==> config.mk <==
export PLATFORM = sky130hd
export DESIGN_NAME = threshold_compare
export DESIGN_NICKNAME = d
export VERILOG_FILES = /design/src/rtl/compare_pkg.sv /design/src/rtl/compare_channel.sv /design/src/rtl/threshold_compare.sv
export SDC_FILE = /design/constraint.sdc
export NUM_CORES = 1
export LEC_CHECK = 0
export CAP_MARGIN = 20
export CORE_MARGIN = 4
export CORE_UTILIZATION = 40
export CTS_CLUSTER_SIZE = 40
export DETAILED_ROUTE_END_ITERATION = 12
export HOLD_SLACK_MARGIN = 0.05
export PLACE_DENSITY = 0.71
export SLEW_MARGIN = 0
export SYNTH_ARGS = -nofsm -noshare
export SYNTH_HDL_FRONTEND = slang
export SYNTH_SLANG_ARGS = --single-unit
==> constraint.sdc <==
create_clock -name clk -period 5.42 [get_ports clk]
set_input_delay 1.084 -clock clk [delete_from_list [all_inputs] [get_ports clk]]
set_output_delay 1.084 -clock clk [all_outputs]
set_load 0.005 [all_outputs]
==> src/rtl/compare_pkg.sv <==
// Shared types and default parameters for the threshold comparator.
package compare_pkg;

    typedef enum logic [1:0] {
        CMP_GT = 2'b00,
        CMP_GE = 2'b01,
        CMP_LT = 2'b10,
        CMP_EQ = 2'b11
    } cmp_mode_t;

    localparam int unsigned DEF_WIDTH    = 10;
    localparam int unsigned DEF_CHANNELS = 4;
    localparam int unsigned DEF_HOLD     = 3;

endpackage

==> src/rtl/compare_channel.sv <==
// One channel: compare against threshold, saturating run counter, debounced flag.
module compare_channel
    import compare_pkg::*;
#(
    parameter int unsigned WIDTH = DEF_WIDTH,
    parameter int unsigned HOLD  = DEF_HOLD
) (
    input  logic             clk,
    input  logic             reset_n,
    input  logic             accept,
    input  logic             restart,
    input  logic             clear,
    input  cmp_mode_t        mode,
    input  logic [WIDTH-1:0] sample,
    input  logic [WIDTH-1:0] threshold,
    output logic             hit,
    output logic             flag,
    output logic             flag_set_c
);

    localparam int unsigned CW = $clog2(HOLD + 1);

    logic [CW-1:0] cnt_q;
    logic [CW-1:0] cnt_base;
    logic [CW-1:0] cnt_nxt;
    logic          cmp_c;

    // Compare, then advance the run counter; a mode change restarts the run.
    always_comb begin
        cmp_c    = 1'b0;
        cnt_base = cnt_q;
        cnt_nxt  = '0;
        case (mode)
            CMP_GT:  cmp_c = sample >  threshold;
            CMP_GE:  cmp_c = sample >= threshold;
            CMP_LT:  cmp_c = sample <  threshold;
            CMP_EQ:  cmp_c = sample == threshold;
            default: cmp_c = 1'b0;
        endcase
        if (restart) begin
            cnt_base = '0;
        end
        if (cmp_c) begin
            cnt_nxt = (cnt_base == CW'(HOLD)) ? CW'(HOLD) : cnt_base + CW'(1);
        end
    end

    assign flag_set_c = accept & (cnt_nxt == CW'(HOLD));

    always_ff @(posedge clk or negedge reset_n) begin
        if (!reset_n) begin
            cnt_q <= '0;
            hit   <= 1'b0;
            flag  <= 1'b0;
        end else if (clear) begin
            cnt_q <= '0;
            hit   <= 1'b0;
            flag  <= 1'b0;
        end else if (accept) begin
            cnt_q <= cnt_nxt;
            hit   <= cmp_c;
            flag  <= (cnt_nxt == CW'(HOLD));
        end
    end

endmodule

==> src/rtl/threshold_compare.sv <==
// Multi-channel threshold comparator with debounced flags, sticky summary and max tracking.
module threshold_compare
    import compare_pkg::*;
#(
    parameter  int unsigned WIDTH    = DEF_WIDTH,
    parameter  int unsigned CHANNELS = DEF_CHANNELS,
    parameter  int unsigned HOLD     = DEF_HOLD,
    localparam int unsigned IDXW     = (CHANNELS > 1) ? $clog2(CHANNELS) : 1
) (
    input  logic                      clk,
    input  logic                      reset_n,
    input  logic                      in_valid,
    input  logic [CHANNELS*WIDTH-1:0] sample,
    input  logic [WIDTH-1:0]          threshold,
    input  logic [1:0]                mode,
    input  logic                      clear,
    output logic                      out_valid,
    output logic [CHANNELS-1:0]       hit,
    output logic [CHANNELS-1:0]       flag,
    output logic                      sticky,
    output logic [WIDTH-1:0]          max_val,
    output logic [IDXW-1:0]           max_idx
);

    cmp_mode_t           mode_c;
    cmp_mode_t           mode_q;
    logic                accept_c;
    logic                restart_c;
    logic [CHANNELS-1:0] flag_set_c;
    logic [WIDTH-1:0]    best_val_c;
    logic [IDXW-1:0]     best_idx_c;

    assign mode_c    = cmp_mode_t'(mode);
    assign accept_c  = in_valid & ~clear;
    assign restart_c = accept_c & (mode_c != mode_q);

    for (genvar i = 0; i < CHANNELS; i++) begin : g_ch
        compare_channel #(
            .WIDTH (WIDTH),
            .HOLD  (HOLD)
        ) u_ch (
            .clk        (clk),
            .reset_n    (reset_n),
            .accept     (accept_c),
            .restart    (restart_c),
            .clear      (clear),
            .mode       (mode_c),
            .sample     (sample[i*WIDTH +: WIDTH]),
            .threshold  (threshold),
            .hit        (hit[i]),
            .flag       (flag[i]),
            .flag_set_c (flag_set_c[i])
        );
    end

    // Largest sample this cycle; strict compare keeps the lowest index on ties.
    always_comb begin
        best_val_c = sample[WIDTH-1:0];
        best_idx_c = '0;
        for (int i = 1; i < int'(CHANNELS); i++) begin
            if (sample[i*WIDTH +: WIDTH] > best_val_c) begin
                best_val_c = sample[i*WIDTH +: WIDTH];
                best_idx_c = IDXW'(i);
            end
        end
    end

    always_ff @(posedge clk or negedge reset_n) begin
        if (!reset_n) begin
            out_valid <= 1'b0;
            mode_q    <= CMP_GT;
            sticky    <= 1'b0;
            max_val   <= '0;
            max_idx   <= '0;
        end else if (clear) begin
            out_valid <= 1'b0;
            sticky    <= 1'b0;
            max_val   <= '0;
            max_idx   <= '0;
        end else begin
            out_valid <= accept_c;
            if (accept_c) begin
                mode_q <= mode_c;
                if (best_val_c > max_val) begin
                    max_val <= best_val_c;
                    max_idx <= best_idx_c;
                end
            end
            if (|flag_set_c) begin
                sticky <= 1'b1;
            end
        end
    end

endmodule

Word level (Yosys, flattened, before mapping):

Index checks and enable logic that the tools add are counted.

* eq/ne operators: 16
* muxes and demuxes: 55
* bitwise operators: 7
* $add $sub $neg: 4
* reductions and logical operators: 7
* magnitude comparators: 16

Operator list (count)
* 10-bit greater-than comparator: 8
* 10-bit two-way mux: 6
* 2-bit two-way mux: 25
* 10-bit == test: 4
* 10-bit >= comparator: 4
* 10-bit < comparator: 4
* 2-bit == test (second input constant): 10
* 1-bit two-way mux: 20
* 1-bit case mux with 4 select lines: 4
* 2-bit by 1-bit adder with 2-bit output (second input constant): 4
* 1-bit bitwise AND: 6
* 2-bit nonzero test: 3
* 2-bit AND reduction: 2
* 4-bit OR reduction: 1
* 2-bit by 1-bit == test with 1-bit output (second input constant): 1
* 2-bit logical NOT: 1
* 2-bit != test: 1
* 1-bit inverter: 1

* flip-flop bits (word level): 32
* input port bits: 56
* output and inout bits: 22

Logic depth before layout (Yosys ltp):

* word-level depth: 12
* mapped depth: 35

Modules after synthesis:

From an unflattened synthesis, not the netlist that was laid out.

* cell total of the unflattened synthesis: 501
* area total of the unflattened synthesis: 4080.2 um2

Modules (own cells, without submodules)
* threshold_compare: area each 2142.1 um2, cells an instance 261, times used 1, sequential area each 400.4 um2
* compare_channel (g_ch[0].u_ch ...): area each 485.5 um2, cells an instance 60, times used 3, sequential area each 100.1 um2
* compare_channel (g_ch[3].u_ch): area each 481.7 um2, cells an instance 60, times used 1, sequential area each 100.1 um2

Worst setup path after synthesis:

OpenSTA, ideal clock, no wires.

* path kind: in2reg
* from: input sample[7]
* to: register max_val[3]
* setup slack: -1653 ps
* data arrival time: 6974 ps
* path buffers: 5
* cell stages on the path: 33
* data required time: 5321 ps
* path through: inv_1 ha_1 a211oi_2 nor2_1 a2111o_1 and2_4 buf_4 a21o_1 inv_1 ha_1 a21oi_1 o21ai_1 a2111oi_2 nor2_2 buf_2 buf_4 mux2i_1 ha_1 and4_1 nand3_1 o221ai_1 a21oi_1 clkbuf_1 a21oi_1 o21ai_1 nand2_1 ha_1 and3_1 a221o_1 nand2_1 a31oi_1 dlymetal6s2s_1 a311oi_1

* cells in the longest elaborated chain, start to end: 9
* elaborated cells on any way between the ends: 12
* classes of those cells: order compare: 4; mux: 6; reduce/logical: 2

Ends and longest elaborated chain
* from (decl): RTL line threshold_compare.sv:13 `input logic [CHANNELS*WIDTH-1:0] sample,`
* 10-bit greater-than comparator: RTL line threshold_compare.sv:61 `if (sample[i*WIDTH +: WIDTH] > best_val_c) begin`
* 10-bit two-way mux *: RTL line threshold_compare.sv:61
* 10-bit greater-than comparator: RTL line threshold_compare.sv:61
* 10-bit two-way mux *: RTL line threshold_compare.sv:61
* 10-bit greater-than comparator: RTL line threshold_compare.sv:61
* 10-bit two-way mux *: RTL line threshold_compare.sv:61
* 10-bit greater-than comparator or 10-bit two-way mux (tied branches): RTL line threshold_compare.sv:84 `if (best_val_c > max_val) begin`
* 2-bit nonzero test (no source line) or 10-bit two-way mux (tied branches)
* 2-bit AND reduction (no source line) or 10-bit two-way mux (tied branches)
* to (signal assigned): RTL line threshold_compare.sv:85 `max_val <= best_val_c;`
* to (decl): RTL line threshold_compare.sv:21 `output logic [WIDTH-1:0] max_val,`

Every way passes the cells marked *; elsewhere a longest branch is shown, timed or not. The select of a mux whose other input is x is not followed.
A chain may end at the register's enable or synchronous reset.

Final worst setup path:

* from: input sample[11]
* to: register max_val[9]

Same word-level chain as after synthesis.

==> impl_metrics.tcl <==
set metrics [dict create \
    synth_flop_cell "dfrtp_1" \
    placed_cell_area_um2 5560 \
    worst_slack_ns -1.38 \
    ant_nets 0 \
    syn_nets 622 \
    grt_pass1_wl_mm 20.6 \
    firstDrtPassIters 4 \
    outcome "finished, violations left" \
    die-area_um2 11500 \
    synth-seq-cells 32 \
    final_cells 809 \
    multiInputGateArea_um2 3270 \
    min_period_ns 6.80 \
    coreArea_um2 9420 \
    synth.top_cell.area_share 0.254 \
    critPathKind "input pin to register" \
    powerDensity_nw_per_um2 303 \
    crit_required_ns 5.59 \
    slew_headroom 0.282 \
    cap_violations 0 \
    synthTopCellsByArea "ha_1 25%, dfrtp_1 20%, inv_1 6.0%, a21oi_1 5.0%, nand2_1 4.6%" \
    cts_hold_buf 0 \
    cpMostUsedCell "ha_4" \
    fmax_mhz 147 \
    synth_warnings 0 \
    port_buffers 77 \
    synth_area_um2 3940 \
    fin_area_um2 6380 \
    cp-start-kind "input pin" \
    rows 35 \
    slew_viol_final 0 \
    whs_ns 0.485 \
    synth-seq-area-share 0.203 \
    drt-initial-drc-count 228 \
    final-seq-area_um2 801 \
    cts_num_sinks 32 \
    wl_per_cell_um 16.7 \
    grt_overflow_total 0 \
    hpwlAfterDp_mm 10.1 \
    syn_inst 486 \
    peakVddDrop_v 0.000181 \
    grt_pass1_vias 4409 \
    path_clk_slew_ns 0.07 \
    path_buf_inv 6 \
    setup_viol 12 \
    crit_family "compound AO/OA/AOI/OAI gates" \
    clk_path_buf_depth 2 \
    utilization 0.678 \
    hold_violations 0 \
    worst_setup_path_end_kind "register" \
    die_h_um 107 \
    finalClockSkew_ns 0.00768 \
    violations "negative setup slack" \
    finalPower_mw 1.93 \
    place_inst 758 \
    antenna_found_initial 0 \
    n_antenna_cell 0 \
    cp_slowest_cell "a221o_1" \
    hold_path.class "register to register" \
    area_delta_synth_final_pct 62.1 \
    htreeDepth 2 \
    grt_usage 0.221 \
    clk_latency_ns 0.29 \
    synth_edf_count 0 \
    place.gp.congestion 0.930 \
    nFillCells 720 \
    cts_tree "done" \
    final_nets 816 \
    vias 4399 \
    die_w_um 107 \
    postSynthAreaPerCell_um2 8.10 \
    grt_max_degree 33 \
    pin_count 78 \
    synth_cell_type_count 54 \
    finalCritPeriodShare 1.25 \
    route.final.wire_length_mm 13.5 \
    cts_made_buffers 5 \
    grt_setup_unrepaired "yes" \
    worst_pin_slew_ns 1.07 \
    p_leak_nw 3.00 \
    drive_gt1_frac 0.394 \
    worst_path_largest_cell_delay_ns 0.38 \
    yosys.area.top_type "ha_1" \
    cts_root_buf "clkbuf_8" \
    async_reset_ff_frac 1.00 \
    drc 0 \
    arrival_ns 6.97 \
    routed_via_density 5.44 \
    path_max_fanout 8 \
    start_util 0.418 \
]
==> sequential cells by signal (all words and copies together) (netlist names) <==
signal and flops:
g_ch.u_ch.hit 4, max_val 10, g_ch.u_ch.flag 4, g_ch.u_ch.cnt_q 8
out_valid 1, mode_q 2, max_idx 2, sticky 1
==> logic make-up (layout without fill, tap and decap cells) <==
group / count (synthesis) / after routing / synth area share
simple gates: 136 / 137 / 0.165
compound gates: 133 / 133 / 0.229
buf+inv: 88 / 281 / 0.105
fa+ha+maj: 80 / 80 / 0.254
flops: 32 / 32 / 0.203
mux: 15 / 15 / 0.0384
xor+xnor: 2 / 2 / 0.00445
==> final cells by class <==
type                            instances  area share
Tap cell                              129      0.0253
Timing Repair Buffer                  211       0.281
Sequential cell                        32       0.125
Inverter                               63      0.0406
Clock buffer                            7      0.0151
Multi-Input combinational cell        367       0.512
==> Yosys cell counts (all sizes together), types with 2 or more instances <==
master	instances
nand3	9
o21a	2
a2111oi	2
a311oi	9
o311ai	2
a32o	2
nand2	48
a211oi	23
a31oi	2
a21o	12
nand3b	5
and4	4
xor2	2
buf	14
o21bai	2
inv	63
ha	80
nor2	35
nand4	12
nor3	7
nand2b	9
dfrtp	32
a2111o	2
mux2i	14
nor2b	3
clkbuf	9
a21oi	40
o21ai	27
==> per-layer routing <==
metal  GRT usage  part of all wire  wire, um
met3      0.0379             0.053       709
met1       0.268              0.41      5550
met2       0.387              0.50      6750
met5           0                 0         0
met4      0.0840             0.035       477
==> placed cells by master (no fill, tap or decap), types with 6 or more instances in the layout <==
cell and instances:
nand2_1 40, a21oi_1 22, a21o_1 11, a211oi_2 7, clkbuf_8 7, ha_1 59, clkdlybuf4s50_1 57, a21oi_2 16
nand3_1 6, nand2b_1 9, nand2_2 6, mux2i_1 12, buf_6 13, nand4_1 12, buf_4 121, nor2_1 28
o21ai_0 12, o21ai_2 11, ha_4 19, inv_2 10, dfrtp_1 32, buf_2 11, nor3_1 6, a211oi_1 16
inv_1 48
==> timing repair <==
item / CTS / global route
setup endpoints to repair: 12 / 12
gates resized for setup: 108 / 76
pin swaps: 31 / 54
hold endpoints to repair: 0 / 0
cloned: 2 / 1
setup buffers: 28 / 13
==> through the flow <==
stage                     setup WS (ns)  TNS (ns)
final                             -1.38    -16.12
after global routing              -1.62    -19.06
after CTS                         -1.17    -13.61
after detailed placement          -2.00    -23.49
after global placement            -1.80    -21.37
after floorplan                   -1.06    -12.40
==> worst min-delay path, cell delays in order, from the launching register on <==
cell and delay, ns:
dfrtp_1 0.35, nand2_1 0.05, nand2_1 0.06
==> final timing paths <==
| check | startpoint | endpoint | slack, ns | depth (start not counted) |
|---|---|---|---|---|
| min in group asynchronous | reset_n | max_val[5] | 1.18 | 2 |
| max reg2reg | max_val[5] | max_val[9] | 3.27 | 8 |
| min | g_ch[1].u_ch.flag | g_ch[1].u_ch.flag | 0.49 | 2 |
| min reg2reg | g_ch[1].u_ch.flag | g_ch[1].u_ch.flag | 0.49 | 2 |
| max | sample[11] | max_val[9] | -1.38 | 32 |
| max in group asynchronous | reset_n | g_ch[0].u_ch.cnt_q[1] | 3.93 | 2 |
==> power by group <==
group / total [mW] / internal [mW] / leakage (nW) / switching [mW]
sequential: 0.334 / 0.289 / 0.430 / 0.0451
combinational: 1.39 / 0.753 / 2.52 / 0.640
clock: 0.205 / 0.113 / 0.0503 / 0.0916
total: 1.93 / 1.16 / 3.00 / 0.776
Power figures use the tool's default switching activity.
